===== config.mk =====
export PLATFORM = sky130hd
export DESIGN_NAME = uart_tx_cfg
export DESIGN_NICKNAME = d
export VERILOG_FILES = /design/src/rtl/uart_tx_cfg.sv
export SDC_FILE = /design/constraint.sdc
export NUM_CORES = 1
export LEC_CHECK = 0
export BUFFER_PORTS_ARGS = -buffer_cell sky130_fd_sc_hd__buf_2
export CAP_MARGIN = 10
export CORE_MARGIN = 5
export CORE_UTILIZATION = 55
export CTS_CLUSTER_SIZE = 28
export DETAILED_ROUTE_END_ITERATION = 7
export PLACE_DENSITY = 0.83
export SLEW_MARGIN = 20
export SYNTH_ARGS = -nofsm -noshare
export SYNTH_HDL_FRONTEND = slang
export SYNTH_SLANG_ARGS = --single-unit

===== constraint.sdc =====
create_clock -name clk -period 2.55 [get_ports clk]
set_clock_uncertainty 0.1 [all_clocks]
set_input_delay 0.3825 -clock clk [delete_from_list [all_inputs] [get_ports clk]]
set_output_delay 0.3825 -clock clk [all_outputs]
set_load 0.01 [all_outputs]

===== src/rtl/uart_tx_cfg.sv =====
// rtl/uart_tx_cfg.sv - double-buffered UART transmitter with configurable framing
// Optional parity bit is compiled in with `define UART_TX_PARITY_EN.

module uart_tx_cfg #(
    parameter int CLK_FREQ   = 50_000_000,
    parameter int BAUD_RATE  = 9600,
    parameter int DATA_BITS  = 8,
    parameter int STOP_BITS  = 1,
    parameter int PARITY_ODD = 0
) (
    input  logic       clk,
    input  logic       rst_n,
    input  logic       s_valid_i,
    input  logic [7:0] s_data_i,
    output logic       s_ready_o,
    output logic       tx_o,
    output logic       busy_o,
    output logic       tx_done_o
);

    localparam int               BIT_T     = CLK_FREQ / BAUD_RATE;
    localparam int               CNT_W     = (BIT_T > 2) ? $clog2(BIT_T) : 1;
    localparam logic [CNT_W-1:0] CNT_LAST  = CNT_W'(BIT_T - 1);
    localparam logic [7:0]       DATA_MASK = 8'((1 << DATA_BITS) - 1);
    localparam logic [2:0]       DATA_LAST = 3'(DATA_BITS - 1);
    localparam logic [2:0]       STOP_LAST = 3'(STOP_BITS - 1);

    if (BIT_T < 2) begin : g_bad_bit_period
        $error("uart_tx_cfg: CLK_FREQ/BAUD_RATE must be at least 2");
    end
    if (DATA_BITS < 5 || DATA_BITS > 8) begin : g_bad_data_bits
        $error("uart_tx_cfg: DATA_BITS must be 5..8");
    end
    if (STOP_BITS < 1 || STOP_BITS > 2) begin : g_bad_stop_bits
        $error("uart_tx_cfg: STOP_BITS must be 1 or 2");
    end
    if (PARITY_ODD < 0 || PARITY_ODD > 1) begin : g_bad_parity_odd
        $error("uart_tx_cfg: PARITY_ODD must be 0 or 1");
    end

    typedef enum logic [2:0] {
        S_IDLE,
        S_START,
        S_DATA,
`ifdef UART_TX_PARITY_EN
        S_PARITY,
`endif
        S_STOP
    } state_t;

    state_t           state_q, state_d;
    logic [CNT_W-1:0] cnt_q, cnt_d;
    logic [2:0]       idx_q, idx_d;
    logic [7:0]       hold_q;
    logic             hold_full_q, hold_full_d;
    logic [7:0]       shift_q;
    logic             done_q;
    logic             load;
    logic             frame_end;
    logic             line_d;
    logic             accept;
    logic             bit_end;

    assign accept  = s_valid_i && s_ready_o;
    assign bit_end = (cnt_q == CNT_LAST);

    // Next-state: every non-idle state runs the bit counter; idx walks data or stop bits.
    always_comb begin
        state_d   = state_q;
        cnt_d     = bit_end ? '0 : cnt_q + 1'b1;
        idx_d     = idx_q;
        load      = 1'b0;
        frame_end = 1'b0;
        case (state_q)
            S_IDLE: begin
                cnt_d = '0;
                idx_d = '0;
                if (hold_full_q) begin
                    load    = 1'b1;
                    state_d = S_START;
                end
            end
            S_START: begin
                if (bit_end) begin
                    idx_d   = '0;
                    state_d = S_DATA;
                end
            end
            S_DATA: begin
                if (bit_end) begin
                    if (idx_q == DATA_LAST) begin
                        idx_d = '0;
`ifdef UART_TX_PARITY_EN
                        state_d = S_PARITY;
`else
                        state_d = S_STOP;
`endif
                    end else begin
                        idx_d = idx_q + 3'd1;
                    end
                end
            end
`ifdef UART_TX_PARITY_EN
            S_PARITY: begin
                if (bit_end) begin
                    idx_d   = '0;
                    state_d = S_STOP;
                end
            end
`endif
            S_STOP: begin
                if (bit_end) begin
                    if (idx_q == STOP_LAST) begin
                        frame_end = 1'b1;
                        idx_d     = '0;
                        // A waiting byte starts immediately so back-to-back frames have no gap.
                        if (hold_full_q) begin
                            load    = 1'b1;
                            state_d = S_START;
                        end else begin
                            state_d = S_IDLE;
                        end
                    end else begin
                        idx_d = idx_q + 3'd1;
                    end
                end
            end
            default: begin
                cnt_d   = '0;
                idx_d   = '0;
                state_d = S_IDLE;
            end
        endcase
    end

    // accept and load never coincide: accept needs s_ready_o, which mirrors !hold_full_q.
    always_comb begin
        hold_full_d = hold_full_q;
        if (accept) begin
            hold_full_d = 1'b1;
        end else if (load) begin
            hold_full_d = 1'b0;
        end
    end

    always_comb begin
        line_d = 1'b1;
        case (state_q)
            S_IDLE:   line_d = 1'b1;
            S_START:  line_d = 1'b0;
            S_DATA:   line_d = shift_q[idx_q];
`ifdef UART_TX_PARITY_EN
            S_PARITY: line_d = (^(shift_q & DATA_MASK)) ^ 1'(PARITY_ODD);
`endif
            S_STOP:   line_d = 1'b1;
            default:  line_d = 1'b1;
        endcase
    end

    always_ff @(posedge clk or negedge rst_n) begin
        if (!rst_n) begin
            state_q     <= S_IDLE;
            cnt_q       <= '0;
            idx_q       <= '0;
            hold_q      <= '0;
            hold_full_q <= 1'b0;
            shift_q     <= '0;
            s_ready_o   <= 1'b1;
            tx_o        <= 1'b1;
            busy_o      <= 1'b0;
            done_q      <= 1'b0;
            tx_done_o   <= 1'b0;
        end else begin
            state_q     <= state_d;
            cnt_q       <= cnt_d;
            idx_q       <= idx_d;
            hold_full_q <= hold_full_d;
            s_ready_o   <= !hold_full_d;
            if (accept) begin
                hold_q <= s_data_i & DATA_MASK;
            end
            if (load) begin
                shift_q <= hold_q;
            end
            // Line and done pulse trail the FSM by one clock so tx_o comes straight from a flop.
            tx_o      <= line_d;
            busy_o    <= (state_q != S_IDLE) || hold_full_q;
            done_q    <= frame_end;
            tx_done_o <= done_q;
        end
    end

endmodule

; Word-level counts from Yosys, hierarchy flattened
; Index checks and enable logic that the tools add are counted.
[classes]
add_sub_neg = 2
n_lt_le_gt_ge = 1
n_eq_ne = 11
n_mux = 28
reduce_logical = 9
[ops]
columns = operator, count
row1 = $mux W3, 11
row2 = $mux W13, 2
row3 = $add A13 B1 Y13 const B, 1
row4 = $eq A13 B13 Y1 const B, 1
row5 = $ne A2 B2 Y1 const B, 6
row6 = $pmux W3 S4, 1
row7 = $mux W1, 10
row8 = $pmux W3 S3, 1
row9 = $eq A3 B2 Y1 const B, 2
row10 = $logic_not A3 Y1, 2
row11 = $reduce_and A6 Y1, 1
row12 = $lt A3 B4 Y1 const B, 1
row13 = $pmux W1 S2, 2
row14 = $add A3 B1 Y3 const B, 1
row15 = $bmux W1 S3, 1
row16 = $eq A3 B1 Y1 const B, 1
row17 = $eq A3 B3 Y1 const B, 1
row18 = $reduce_and A3 Y1, 1
row19 = $reduce_bool A3 Y1, 1
row20 = $reduce_or A3 Y1, 1
row21 = $logic_and A1 B1 Y1, 1
row22 = $logic_not A1 Y1, 1
row23 = $logic_or A1 B1 Y1, 1
[word_totals]
ff_bits = 41
in_bits = 11

; Longest topological paths before layout
; Gate-level depths: netlist (run 1).
[logic_depth]
ltp_word = 7
depth_mapped = 6

; Worst setup path before layout (run 1)
; Ideal clock, no wire load.
[synth_timing]
path_type = register to register
from = register cnt_q[0]
to = register shift_q[0]
t_arrival_ns = 1.866
t_required_ns = 2.325
path_slack_ns = 0.459
stages_incl_launch_ff = 6
n_path_buf = 0
period_less_slack_ns = 2.091
cell_sequence = dfrtp_1 > ha_1 > and4_1 > a41oi_2 > nor3b_4 > mux2_4
[synth_via]
elab_chain_len = 3
[synth_lines]
columns = element, line_no
row1 = start: declaration, 52  ; logic [CNT_W-1:0] cnt_q, cnt_d;
row2 = start signal: assignment, 175  ; cnt_q <= cnt_d;
row3 = $eq A13 B13 Y1, 65  ; assign bit_end = (cnt_q == CNT_LAST);
row4 = $mux W1, 112  ; if (bit_end) begin
row5 = $pmux W1 S2, 74  ; case (state_q)
row6 = end signal: assignment, 183  ; shift_q <= hold_q;
row7 = end: declaration, 56  ; logic [7:0] shift_q;
; Every way passes these cells.
; A chain may end at the register's enable or synchronous reset.

; Worst setup path in the final report (run 1)
[layout_timing]
from = register cnt_q[0]
to = register shift_q[3]
; Same word-level chain as after synthesis.

==> results of run 1 <==
==> cell usage in the layout (no fill, tap or decap), types with 2 or more instances in the layout <==
cell type | netlist | layout
nand2_1 | 6 | 6
dfrtp_1 | 38 | 38
nor3_1 | 4 | 4
nor4b_4 | 2 | 2
mux2i_1 | 3 | 3
dfstp_2 | 2 | 2
nor2_1 | 14 | 14
mux2_4 | 8 | 8
buf_2 | 0 | 14
mux4_2 | 2 | 2
nand4_1 | 3 | 3
nand2b_1 | 3 | 3
a21oi_1 | 4 | 4
nand3_1 | 8 | 8
clkbuf_4 | 0 | 5
xnor2_1 | 6 | 6
clkbuf_8 | 0 | 2
ha_1 | 8 | 8
xor2_1 | 5 | 5
mux2_2 | 8 | 8
and4_2 | 2 | 2
o21ai_0 | 4 | 4
inv_1 | 6 | 6
==> state kept, by name (all words and copies together), names as in the netlist, 2 cells and up <==
register,count
hold_q,8
shift_q,8
state_q,2
cnt_q,13
idx_q,3
==> layout make-up <==
class	instances	area, um2
fill	279	1220
sequential	40	1000
multi-input combinational	103	882
timing repair buffer	15	77.6
clock buffer	7	65.1
tap	46	57.6
clock inverter	1	30.0
inverter	6	22.5
==> metal layers <==
layer | share of wire | track usage | wire length (um)
met5 | 0 | 0 | 0
met4 | 0.028 | 0.0900 | 85
met2 | 0.47 | 0.244 | 1460
met3 | 0.054 | 0.0567 | 167
met1 | 0.45 | 0.187 | 1380
==> cells by family after synthesis <==
group,count (synthesis),share of synthesized area
simple gates,50,0.162
buf+inv,7,0.0137
mux,22,0.155
fa+ha+maj,8,0.0524
flops,40,0.525
xor+xnor,11,0.0504
compound gates,12,0.0419
==> synth_stat cells, types with 2 or more instances <==
| cell | count | area, um2 |
|---|---|---|
| dfrtp_1 | 38 | 951 |
| nor2_1 | 14 | 52.6 |
| ha_1 | 8 | 100 |
| mux2_2 | 8 | 90.1 |
| mux2_4 | 8 | 120 |
| nand3_1 | 8 | 40.0 |
| inv_1 | 6 | 22.5 |
| nand2_1 | 6 | 22.5 |
| xnor2_1 | 6 | 52.6 |
| xor2_1 | 5 | 43.8 |
| a21oi_1 | 4 | 20.0 |
| nor3_1 | 4 | 20.0 |
| o21ai_0 | 4 | 20.0 |
| mux2i_1 | 3 | 30.0 |
| nand2b_1 | 3 | 18.8 |
| nand4_1 | 3 | 18.8 |
| and4_2 | 2 | 20.0 |
| dfstp_2 | 2 | 52.6 |
| mux4_2 | 2 | 45.0 |
| nor4b_4 | 2 | 47.6 |
==> how the worst max path moves through the flow <==
| stage | to | cells past startpoint | slack, ns |
|---|---|---|---|
| floorplan | shift_q[0] | 5 | 0.46 |
| global placement | shift_q[6] | 6 | 0.49 |
| detailed placement | shift_q[3] | 6 | 0.37 |
| CTS | shift_q[3] | 6 | 0.36 |
| global route | shift_q[4] | 6 | 0.24 |
| finish | shift_q[3] | 6 | 0.37 |
==> stage by stage <==
step                       util  std cells  worst slack [ns]
after global placement    0.608        210             0.495
final                     0.636        218             0.366
after floorplan               -        150             0.459
after global routing      0.636        218             0.241
after detailed placement  0.608        210             0.375
after CTS                 0.636        218             0.359
==> worst reg2reg max path: cells and delay by family, from the launching register on <==
family / cells / cell delay, ns
compound gates: 1 / 0.18
fa+ha+maj: 1 / 0.31
buf+inv: 1 / 0.22
flops: 1 / 0.43
mux: 1 / 0.32
simple gates: 2 / 0.53
==> report_power, final <==
part / switching [mW] / leakage [nW] / total [mW] / internal (mW)
logic: 0.0302 / 0.395 / 0.0757 / 0.0456
clock network: 0.206 / 0.0515 / 0.466 / 0.260
registers: 0.0259 / 0.509 / 0.710 / 0.684
total: 0.262 / 0.956 / 1.25 / 0.990
==> flow_metrics.py, run 1 <==
metrics = {
    "outcome": {
        "outcome": "finished, final reports clean",
    },
    "finish": {
        "syn_to_final_growth_pct": 11.8,
        "n_antenna_cell": 0,
        "layout-drive-gt1-share": 0.297,
        "design_area_um2": 2140,
        "nNetsFinal": 190,
    },
    "floorplan": {
        "io-pin-count": 15,
        "die_x_um": 69.0,
        "dieHeight_um": 69.0,
        "core_area_um2": 3360,
        "die-area_um2": 4760,
        "start_util": 0.568,
        "fp-row-count": 21,
    },
    "routing": {
        "dr.pass1.iters": 4,
        "routed_wire_length_per_instance_um": 14.2,
        "drt_iter0_markers": 54,
        "vias": 1184,
        "antenna_left": 0,
        "drc_errors": 0,
        "wirelength_um": 3090,
        "vias_per_cell": 5.43,
    },
    "clocking": {
        "post_cts_buffers": 0,
        "clkSinkCount": 40,
        "cts_tree": "built",
        "clockBufferDepth": 2,
        "cts_resized": 0,
        "clk_latency_ns": 0.35,
        "htreeDepth": 2,
        "cts_hold_buf": 0,
        "cts_root_buffer": "clkbuf_4",
        "cts_buffers": 5,
        "clk_pin_slew_ns": 0.12,
    },
    "power_and_ir_drop": {
        "p_total_mw": 1.25,
        "peakVddDrop_mv": 0.493,
        "p_leak_nw": 0.956,
        "power.density_nw_per_um2": 586,
    },
    "global_routing": {
        "grt_max_degree": 41,
        "grt_usage": 0.157,
        "antenna_found_initial": 0,
        "overflow": 0,
        "grt_pass1_vias": 1144,
        "grt_pass1_wl_um": 5180,
    },
    "worst_setup_path": {
        "critPathTopFamily": "simple AND/OR/NAND/NOR gates",
        "worstSetupStartpoint": "cnt_q[0]",
        "arrival_ns": 2.32,
        "start_kind": "register",
        "crit_fanout": 8,
        "crit_chain": "ha_1 -> and4_1 -> a41oi_2 -> nor3b_4 -> buf_4 -> mux2_4",
        "critical_path_class": "reg -> reg",
        "slowest_delay_ns": 0.43,
        "cp.required_ns": 2.69,
        "worstReg2RegStart": "cnt_q[0]",
        "crit_buf_inv": 1,
        "r2r_slack_ns": 0.37,
        "crit_path_top_delay_cell": "dfrtp_1",
        "worst-r2r-cell-count": 6,
        "end_kind": "register",
        "r2r-end": "shift_q[3]",
    },
    "sta": {
        "slew_headroom": 0.443,
        "maxSlewViolCount": 0,
        "fmax_mhz": 458,
        "tns_ns": 0,
        "setup_viol": 0,
        "worstMarginPinSlew_ns": 0.835,
        "rsz0062_at_grt": "false",
        "finalHoldViolations": 0,
        "whs_ns": 0.0174,
        "period_share": 0.857,
        "min_period_ns": 2.18,
    },
    "synthesis": {
        "syn-num-nets": 169,
        "synth-warning-count": 0,
        "syn_avg_cell_area_um2": 12.7,
        "synth_area_um2": 1910,
        "synth-edff-count": 0,
        "ys_seq_area_frac": 0.525,
        "ys_types": 34,
        "synthArstFlopShare": 1.00,
        "synth_ff_type": "dfrtp_1",
        "netlist_instances": 150,
        "synth_seq_cells": 40,
    },
    "run": {
        "maxCapViolations": 0,
    },
    "placed_design": {
        "portBuffers": 14,
        "place_hpwl_um": 2310,
        "globalplace.congestion": 0.959,
        "place_area_um2": 2040,
    },
    "min_path": {
        "hp-class": "in -> async",
    },
}
Note: power is estimated with default switching activity, not from simulation.
==> run 2: changes to the inputs <==
--- a/config.mk
+++ b/config.mk
@@ -7,11 +7,13 @@
 export LEC_CHECK = 0
 export BUFFER_PORTS_ARGS = -buffer_cell sky130_fd_sc_hd__buf_2
 export CAP_MARGIN = 10
+export CELL_PAD_IN_SITES_DETAIL_PLACEMENT = 0
+export CELL_PAD_IN_SITES_GLOBAL_PLACEMENT = 1
 export CORE_MARGIN = 5
-export CORE_UTILIZATION = 55
+export CORE_UTILIZATION = 48
 export CTS_CLUSTER_SIZE = 28
 export DETAILED_ROUTE_END_ITERATION = 7
-export PLACE_DENSITY = 0.83
+export PLACE_DENSITY = 0.87
 export SLEW_MARGIN = 20
 export SYNTH_ARGS = -nofsm -noshare
 export SYNTH_HDL_FRONTEND = slang
==> flow_metrics.py, run 2 (same netlist as run 1, synthesis figures left out) <==
metrics = {
    "clocking": {
        "clk_pin_slew_ns": 0.07,
        "clk_latency_ns": 0.28,
        "cts_tree": "built",
        "clkSinkCount": 40,
        "clockBufferDepth": 2,
        "htreeDepth": 2,
        "post_cts_buffers": 0,
        "cts_root_buffer": "clkbuf_8",
        "cts_buffers": 5,
        "cts_resized": 0,
        "cts_hold_buf": 0,
    },
    "global_routing": {
        "grt_usage": 0.136,
        "antenna_found_initial": 0,
        "grt_max_degree": 41,
        "grt_pass1_vias": 1241,
        "grt_pass1_wl_um": 5640,
        "overflow": 0,
    },
    "sta": {
        "slew_headroom": 0.429,
        "maxSlewViolCount": 0,
        "period_share": 0.829,
        "fmax_mhz": 473,
        "min_period_ns": 2.11,
        "finalHoldViolations": 0,
        "tns_ns": 0,
        "worstMarginPinSlew_ns": 0.856,
        "setup_viol": 0,
        "rsz0062_at_grt": "false",
    },
    "finish": {
        "regArea_um2": 1000,
        "largest_register_ffs": 13,
        "fillers": 325,
        "mostFrequentLayoutCells": "dfrtp_1 (38), nor2_1 (14), buf_2 (14)",
        "final_common_cell": "dfrtp_1",
        "layout-drive-gt1-share": 0.291,
        "syn_to_final_growth_pct": 12.8,
        "top_register": "cnt_q",
        "reg_top3": "cnt_q: 13 flops, hold_q: 8 flops, shift_q: 8 flops",
        "multi_input_area_um2": 882,
        "nNetsFinal": 190,
        "design_area_um2": 2160,
        "n_antenna_cell": 0,
    },
    "floorplan": {
        "die-area_um2": 5350,
        "fp-row-count": 23,
        "io-pin-count": 15,
        "core_area_um2": 3940,
        "start_util": 0.485,
        "dieHeight_um": 73.1,
        "die_x_um": 73.1,
    },
    "routing": {
        "vias_per_cell": 5.19,
        "antenna_left": 0,
        "dr.pass1.iters": 4,
        "drc_errors": 0,
        "drt_iter0_markers": 46,
        "wirelength_um": 3090,
        "routed_wire_length_per_instance_um": 13.9,
        "vias": 1153,
    },
    "power_and_ir_drop": {
        "swShare": 0.203,
        "power.density_nw_per_um2": 594,
        "p_int_mw": 1.02,
        "p_leak_nw": 0.959,
        "switchingPower_mw": 0.260,
        "power_frac_clock": 0.384,
        "seq_power_share": 0.557,
        "combPwrFrac": 0.058,
        "peakVddDrop_mv": 0.389,
    },
    "worst_setup_path": {
        "cp.required_ns": 2.62,
        "critical_path_class": "reg -> reg",
        "end_kind": "register",
        "start_kind": "register",
        "arrival_ns": 2.18,
        "crit_fanout": 8,
    },
    "placed_design": {
        "place_area_um2": 2050,
        "place_hpwl_um": 2290,
        "portBuffers": 14,
        "globalplace.congestion": 0.842,
    },
    "min_path": {
        "hp-class": "in -> async",
    },
    "outcome": {
        "outcome": "finished, final reports clean",
    },
    "run": {
        "maxCapViolations": 0,
    },
}
==> run 2: final cells by class <==
type	count	area share
timing repair buffer	15	0.0360
sequential	40	0.465
multi-input combinational	103	0.409
inverter	6	0.0104
clock buffer	6	0.0337
clock inverter	2	0.0163
tap	50	0.0290
==> run 2: power groups by stage <==
stage	Combinational [mW]	Sequential (mW)	Clock (mW)
2_1_floorplan	0.0492	0.714	0
3_3_place_gp	0.0724	0.722	0
3_5_place_dp	0.0779	0.726	0
4_1_cts	0.0781	0.714	0.512
5_1_grt	0.0855	0.720	0.537
6_report	0.0749	0.713	0.492
==> run 2: worst paths after layout <==
path	start	endpoint	slack [ns]	cells past startpoint
worst min-delay path	rst_n	cnt_q[10]	0.10	1
max in group asynchronous	rst_n	shift_q[0]	1.70	1
worst min register to register	done_q	tx_done_o	0.25	0
worst max register to register	cnt_q[0]	shift_q[0]	0.44	6
min in group clk	s_data_i[3]	hold_q[3]	0.22	2
worst max-delay path	cnt_q[0]	shift_q[0]	0.44	6
==> run 2: layer usage <==
layer	share of wire	track usage	up-vias	wire length, um
li1	-	-	573	-
met1	0.47	0.184	553	1460
met2	0.47	0.208	22	1460
met3	0.040	0.0331	5	123
met4	0.014	0.0615	0	44
met5	0	0	-	0
==> run 2: worst max-delay path, cell delays in order, from the launching register on <==
cell and delay, ns:
dfrtp_1 0.40, ha_1 0.28, and4_1 0.32, a41oi_2 0.17, nor3b_4 0.19, buf_4 0.21
mux2_4 0.31
==> run 2: stage by stage <==
step / hold WS, ns / cells / worst slack [ns] / total power, mW / utilization
floorplan: -0.0131 / 150 / 0.459 / 0.764 / -
global placement: 0.232 / 214 / 0.496 / 0.794 / 0.520
detailed placement: 0.241 / 214 / 0.437 / 0.804 / 0.520
CTS: 0.145 / 222 / 0.427 / 1.30 / 0.547
global route: 0.181 / 222 / 0.276 / 1.34 / 0.547
finish: 0.101 / 222 / 0.437 / 1.28 / 0.547
